==> src/rtl/spi_display_slave.sv <==
// spi_display_slave: oversampled SPI mode-0 slave receiver with status byte return on miso.
// Define SPI_SLAVE_FIFO_EN for a FIFO_DEPTH-entry receive FIFO with rd_en pop and sticky overflow.
module spi_display_slave #(
  parameter int FIFO_DEPTH = 8
) (
  input  logic       clk,
  input  logic       rst,
  input  logic       ss_i,
  input  logic       sclk_i,
  input  logic       mosi_i,
  output logic       miso_o,
  input  logic [7:0] tx_status_i,
  output logic [7:0] rx_data_o,
  output logic       rx_valid_o,
  input  logic       rd_en_i,
  output logic       frame_done_o,
  output logic       frame_err_o,
  output logic [7:0] byte_count_o,
  output logic       overflow_o
);
  localparam logic [1:0] IDLE = 2'd0, SHIFT = 2'd1, DONE = 2'd2;
  logic [2:0] ss_q, sclk_q;
  logic [1:0] mosi_q;
  logic [1:0] state_q, state_d, warm_q;
  logic [2:0] bit_cnt_q, bit_cnt_d;
  logic [6:0] rx_shift_q, rx_shift_d;
  logic [7:0] tx_shift_q, tx_shift_d, byte_count_q, byte_count_d, byte_w;
  logic       frame_done_q, frame_err_q, armed_q, start, wr;
  logic       sclk_rise, sclk_fall, ss_rise;
  assign sclk_rise = sclk_q[1] & ~sclk_q[2];
  assign sclk_fall = ~sclk_q[1] & sclk_q[2];
  assign ss_rise   = ss_q[1] & ~ss_q[2];
  assign byte_w    = {rx_shift_q, mosi_q[1]};
  assign wr        = state_q == SHIFT && sclk_rise && bit_cnt_q == 3'd7;
  // Starting on a low level behind an arm flag lets a fall during DONE still
  // start a frame, while a level that is already low after reset never does.
  assign start     = state_q == IDLE && armed_q && !ss_q[1];
  assign miso_o       = state_q == SHIFT && tx_shift_q[7];
  assign frame_done_o = frame_done_q;
  assign frame_err_o  = frame_err_q;
  assign byte_count_o = byte_count_q;
  always_comb begin
    state_d = state_q;
    bit_cnt_d = bit_cnt_q;
    rx_shift_d = rx_shift_q;
    tx_shift_d = tx_shift_q;
    byte_count_d = byte_count_q;
    if (start) begin
      state_d = SHIFT;
      tx_shift_d = tx_status_i;
      bit_cnt_d = 3'd0;
      byte_count_d = 8'd0;
    end else if (state_q == SHIFT) begin
      if (sclk_rise) begin
        rx_shift_d = byte_w[6:0];
        bit_cnt_d = bit_cnt_q + 3'd1;
        if (wr) begin
          byte_count_d = byte_count_q + 8'(byte_count_q != 8'hff);
          tx_shift_d = tx_status_i;
        end
      end else if (sclk_fall && bit_cnt_q != 3'd0) begin
        // Skip the fall after a reload so the new MSB is held for the next first sample.
        tx_shift_d = {tx_shift_q[6:0], 1'b0};
      end
      if (ss_rise) state_d = DONE;
    end else if (state_q == DONE) begin
      state_d = IDLE;
    end
  end
  always_ff @(posedge clk) begin
    if (rst) begin
      ss_q <= 3'b111;
      sclk_q <= 3'b000;
      mosi_q <= 2'b00;
      state_q <= IDLE;
      warm_q <= 2'd0;
      armed_q <= 1'b0;
      bit_cnt_q <= 3'd0;
      rx_shift_q <= 7'd0;
      tx_shift_q <= 8'd0;
      byte_count_q <= 8'd0;
      frame_done_q <= 1'b0;
      frame_err_q <= 1'b0;
    end else begin
      ss_q <= {ss_q[1:0], ss_i};
      sclk_q <= {sclk_q[1:0], sclk_i};
      mosi_q <= {mosi_q[0], mosi_i};
      state_q <= state_d;
      warm_q <= warm_q == 2'd3 ? warm_q : warm_q + 2'd1;
      armed_q <= (warm_q == 2'd3 && ss_q[1]) || (armed_q && !start);
      bit_cnt_q <= bit_cnt_d;
      rx_shift_q <= rx_shift_d;
      tx_shift_q <= tx_shift_d;
      byte_count_q <= byte_count_d;
      frame_done_q <= state_q == DONE && bit_cnt_q == 3'd0;
      frame_err_q <= state_q == DONE && bit_cnt_q != 3'd0;
    end
  end
`ifdef SPI_SLAVE_FIFO_EN
  localparam int AW = $clog2(FIFO_DEPTH);
  logic [7:0]  mem_q [FIFO_DEPTH];
  logic [AW:0] wp_q, rp_q;
  logic        overflow_q, empty, full, pop, push;
  assign empty = wp_q == rp_q;
  assign full  = (wp_q ^ rp_q) == {1'b1, {AW{1'b0}}};
  assign pop   = rd_en_i && !empty;
  assign push  = wr && (!full || pop);
  assign rx_valid_o = !empty;
  assign rx_data_o  = empty ? 8'd0 : mem_q[rp_q[AW-1:0]];
  assign overflow_o = overflow_q;
  always_ff @(posedge clk) begin
    if (push) mem_q[wp_q[AW-1:0]] <= byte_w;
  end
  always_ff @(posedge clk) begin
    if (rst) begin
      wp_q <= '0;
      rp_q <= '0;
      overflow_q <= 1'b0;
    end else begin
      if (push) wp_q <= wp_q + 1'b1;
      if (pop) rp_q <= rp_q + 1'b1;
      if (wr && full && !pop) overflow_q <= 1'b1;
    end
  end
`else
  logic [7:0] rx_data_q;
  logic       rx_valid_q, unused_in;
  assign unused_in  = rd_en_i | (FIFO_DEPTH == 0);
  assign rx_data_o  = rx_data_q;
  assign rx_valid_o = rx_valid_q;
  assign overflow_o = 1'b0;
  always_ff @(posedge clk) begin
    if (rst) begin
      rx_data_q <= 8'd0;
      rx_valid_q <= 1'b0;
    end else begin
      rx_valid_q <= wr;
      if (wr) rx_data_q <= byte_w;
    end
  end
`endif
endmodule
==> config.mk <==
export PLATFORM = sky130hd
export DESIGN_NAME = spi_display_slave
export DESIGN_NICKNAME = d
export VERILOG_FILES = /design/src/rtl/spi_display_slave.sv
export SDC_FILE = /design/constraint.sdc
export NUM_CORES = 1
export LEC_CHECK = 0
export ABC_AREA = 1
export CORE_AREA = 2 2 68 70
export DETAILED_ROUTE_END_ITERATION = 12
export DIE_AREA = 0 0 70 72
export HOLD_SLACK_MARGIN = 0.08
export PLACE_DENSITY = 0.77
export SYNTH_ARGS = -nofsm -noshare
export SYNTH_HDL_FRONTEND = slang
export SYNTH_SLANG_ARGS = --single-unit
==> constraint.sdc <==
create_clock -name clk -period 2.25 [get_ports clk]
set_input_delay 0.225 -clock clk [delete_from_list [all_inputs] [get_ports clk]]
set_output_delay 0.225 -clock clk [all_outputs]
set_load 0.02 [all_outputs]
==> run_summary.xml <==
<?xml version="1.0" encoding="UTF-8"?>
<metrics>
  <group name="power">
    <metric name="internal_power_of_the_cells" unit="mW">1.191</metric>
    <metric name="cellLeakagePower" unit="nW">1.107</metric>
    <metric name="seq_power_share" unit="%">59.3</metric>
    <metric name="p_clk_share" unit="%">34.9</metric>
    <metric name="net_switching_power" unit="mW">0.3436</metric>
    <metric name="power.ir.vdd_worst" unit="mV">0.3729</metric>
    <metric name="power.switching_fraction" unit="%">22.38</metric>
    <metric name="power_density" unit="nW/um2">585.1</metric>
    <metric name="share_comb_of_total_power" unit="%">5.8</metric>
  </group>
  <group name="drt">
    <metric name="vias_after_detailed_routing" unit="">1850</metric>
    <metric name="avgRoutedWirePerCell" unit="um">11.02</metric>
    <metric name="drtAntennaViolNets" unit="">0</metric>
    <metric name="drt-total-wl" unit="um">4101</metric>
    <metric name="detail_route.iter0.violations" unit="">116</metric>
    <metric name="avgViaCountPerCell" unit="">4.973</metric>
    <metric name="detail_route.first_pass.iterations" unit="">4</metric>
    <metric name="drt_drc_violations_left" unit="">0</metric>
  </group>
  <group name="grt">
    <metric name="track_usage" unit="%">17.05</metric>
    <metric name="grt_remaining_overflow" unit="">0</metric>
    <metric name="grt_start_max_net_pins" unit="">20</metric>
    <metric name="first_global_vias" unit="">1664</metric>
    <metric name="grt_pass1_wl" unit="um">6962</metric>
    <metric name="antenna_found_initial" unit="">0</metric>
  </group>
  <group name="yosys">
    <metric name="synth_edf_count" unit="">0</metric>
    <metric name="ys_async_sr_fraction" unit="%">0</metric>
    <metric name="synth.avg_cell_area" unit="um2">7.629</metric>
    <metric name="mappedNetlistArea" unit="um2">2197</metric>
    <metric name="synth_sequential_area_ratio" unit="%">45.56</metric>
    <metric name="post-synth-top-area-cell" unit="">dfxtp_1</metric>
    <metric name="syn_nets" unit="">308</metric>
    <metric name="synthesis.instances" unit="">288</metric>
    <metric name="post_synth_main_area_contributors" unit="">dfxtp_1 (46%), nand2_1 (9.7%), a21oi_1 (6.4%)</metric>
    <metric name="yosysWarningCount" unit="">0</metric>
    <metric name="synthTopCellsByCount" unit="">nand2_1 (57), dfxtp_1 (50), inv_1 (37), a21oi_1 (28), nor2_1 (28)</metric>
    <metric name="synth_ff_type" unit="">dfxtp_1</metric>
    <metric name="synth.most_common_cell" unit="">nand2_1</metric>
    <metric name="synth_seq_cells" unit="">50</metric>
    <metric name="netlist.area_leader.share" unit="%">45.56</metric>
    <metric name="synthDistinctLibCells" unit="">32</metric>
  </group>
  <group name="clocking">
    <metric name="clk_pin_slew_worst_paths" unit="ps">90</metric>
    <metric name="post_cts_hold_buffer_count" unit="">0</metric>
    <metric name="tritoncts_clock_tree" unit="">yes</metric>
    <metric name="clk_root_buffer_cell" unit="">clkbuf_8</metric>
    <metric name="max-clock-path-buffers" unit="">2</metric>
    <metric name="cts_max_level" unit="">2</metric>
    <metric name="cts_sink_count" unit="">50</metric>
    <metric name="post-cts-setup-buffers" unit="">0</metric>
    <metric name="cts-buffers-inserted" unit="">5</metric>
    <metric name="postcts_resize_cnt" unit="">0</metric>
    <metric name="clkLatencyLatePin" unit="ps">310</metric>
  </group>
  <group name="hold_path">
    <metric name="hold-path-cell-count" unit="">2</metric>
    <metric name="hp-class" unit="">reg2reg</metric>
    <metric name="timing.hold.worst.start" unit="">sclk_q[0]</metric>
    <metric name="min_delay_worst_endpoint" unit="">sclk_q[1]</metric>
  </group>
  <group name="layout">
    <metric name="drive_gt1_share" unit="%">9.688</metric>
    <metric name="nNetsFinal" unit="">339</metric>
    <metric name="antenna_cells" unit="">0</metric>
    <metric name="finish.cell_count_without_fillers" unit="">372</metric>
    <metric name="final_util" unit="%">61.53</metric>
    <metric name="syn_to_final_growth" unit="%">19.42</metric>
    <metric name="fillerInstances" unit="">387</metric>
  </group>
  <group name="critical_path">
    <metric name="timing_worst_setup_path_type" unit="">reg2reg</metric>
    <metric name="cp.required" unit="ps">2490</metric>
    <metric name="regToRegEndpoint" unit="">byte_count_o[4]</metric>
    <metric name="endpoint_type_of_the_worst_setup_path" unit="">flop</metric>
    <metric name="worstSetupStartpointType" unit="">flop</metric>
    <metric name="cp-startpoint" unit="">byte_count_o[5]</metric>
    <metric name="arrival" unit="ps">2080</metric>
    <metric name="worst-path-max-fanout" unit="">5</metric>
    <metric name="worstRegToRegCells" unit="">9</metric>
    <metric name="worstReg2RegStart" unit="">byte_count_o[5]</metric>
    <metric name="timing.reg2reg.setup_slack" unit="ps">400</metric>
  </group>
  <group name="floorplan">
    <metric name="start_util" unit="%">51.53</metric>
    <metric name="i_o_pin_total" unit="">35</metric>
    <metric name="die_area" unit="um2">5040</metric>
    <metric name="std_cell_rows" unit="">24</metric>
    <metric name="area_of_the_core" unit="um2">4264</metric>
    <metric name="die_w" unit="um">70</metric>
    <metric name="die_height" unit="um">72</metric>
  </group>
  <group name="sta">
    <metric name="finalSetupViolCount" unit="">0</metric>
    <metric name="grt_setup_unrepaired" unit="">no</metric>
    <metric name="period_minus_slack" unit="ps">1850</metric>
    <metric name="finClkSkew" unit="ps">10.22</metric>
    <metric name="timing_max_transition_violations_final" unit="">0</metric>
    <metric name="fin_ws" unit="ps">400.1</metric>
    <metric name="clock.fmax" unit="GHz">0.5406</metric>
    <metric name="totalNegativeSetupSlack" unit="ps">0</metric>
    <metric name="post-route-period-util" unit="%">82.22</metric>
    <metric name="final-hold-violation-count" unit="">0</metric>
  </group>
  <group name="placed_design">
    <metric name="post-dp-hpwl" unit="um">2970</metric>
    <metric name="worst_slack_placed" unit="ps">455.4</metric>
    <metric name="placedCellCount" unit="">364</metric>
    <metric name="port_buffers" unit="">32</metric>
    <metric name="place_congestion" unit="">0.7811</metric>
  </group>
  <group name="run_status">
    <metric name="status" unit="">completed</metric>
  </group>
  <group name="job">
    <metric name="timing.max_cap.violations" unit="">0</metric>
  </group>
</metrics>
==> worst max path at each step <==
stage,end,cells after the start
2_1_floorplan,byte_count_o[4],9
3_3_place_gp,byte_count_o[4],9
3_5_place_dp,byte_count_o[4],9
4_1_cts,miso_o,4
5_1_grt,byte_count_o[4],9
6_report,byte_count_o[4],9
==> sequential cells by signal (all words and copies together), names as in the netlist, 2 cells and up <==
signal        count
bit_cnt_q         3
byte_count_o      8
mosi_q            2
rx_data_o         8
rx_shift_q        7
sclk_q            3
ss_q              3
state_q           2
tx_shift_q        8
warm_q            2
==> placed cells by master, fill, tap and decap left out, types with 4 or more instances in the layout <==
| cell | instances |
|---|---|
| nand2_1 | 57 |
| dfxtp_1 | 50 |
| inv_1 | 37 |
| clkdlybuf4s50_1 | 32 |
| nor2_1 | 28 |
| a21oi_1 | 28 |
| nand3_1 | 20 |
| o21ai_0 | 12 |
| ha_1 | 6 |
| clkbuf_8 | 6 |
| nor3_1 | 4 |
| nand2_2 | 4 |
| a211oi_1 | 4 |
| buf_4 | 4 |
==> cell type report <==
type,count,area [um2],share of cell area [%]
clock buffers,7,86.33,3.290
clock inverters,1,5.005,0.1907
inverters,38,142.6,5.436
multi-input cells,188,973.4,37.10
flip-flops and latches,50,1001,38.15
well taps,52,65.06,2.480
repair buffers,36,350.3,13.35
==> cells by family after synthesis <==
family / Yosys count / share of synthesized area, %
XOR/XNOR: 1 / 0.3987
other: 1 / 0.1707
flip-flops: 50 / 45.56
AND/OR/NAND/NOR: 131 / 27.79
AO/OA/AOI/OAI: 49 / 12.53
adder cells (fa/ha/maj): 6 / 3.417
buffers and inverters: 50 / 10.14
==> critical path, stage by stage (launching register included) <==
cell and delay (ps):
dfxtp_1 420, inv_1 80, nor3_1 300, nand2_1 100, ha_1 240, ha_1 230
nand3_1 100, xnor2_1 120, nand2_1 60, a21oi_1 120
==> through the flow <==
stage | hold WS (ps) | power (mW) | instance area [um2]
2_1_floorplan | 328.8 | 0.9862 | 2197
3_3_place_gp | 390.3 | 1.018 | 2532
3_5_place_dp | 396.3 | 1.021 | 2532
4_1_cts | 407.9 | 1.550 | 2624
5_1_grt | 413.2 | 1.601 | 2624
6_report | 404.9 | 1.535 | 2624
==> power by group through the flow <==
stage / Sequential, mW / Combinational, mW / Clock [mW]
final: 0.911 / 0.0886 / 0.535
after global routing: 0.914 / 0.102 / 0.585
after CTS: 0.911 / 0.0897 / 0.549
after detailed placement: 0.932 / 0.0896 / 0
after global placement: 0.932 / 0.0859 / 0
after floorplan: 0.930 / 0.0560 / 0
==> per-layer routing <==
layer	global-route usage [%]	share of wire [%]	vias to the layer above	routed length, um
met5	0	0	-	0
met4	6.838	1.5	0	63
met3	5.278	3.8	6	156
met2	28.89	47	31	1921
met1	20.35	48	837	1960
li1	-	-	976	-
No activity file was read; power rests on OpenSTA's default activity.
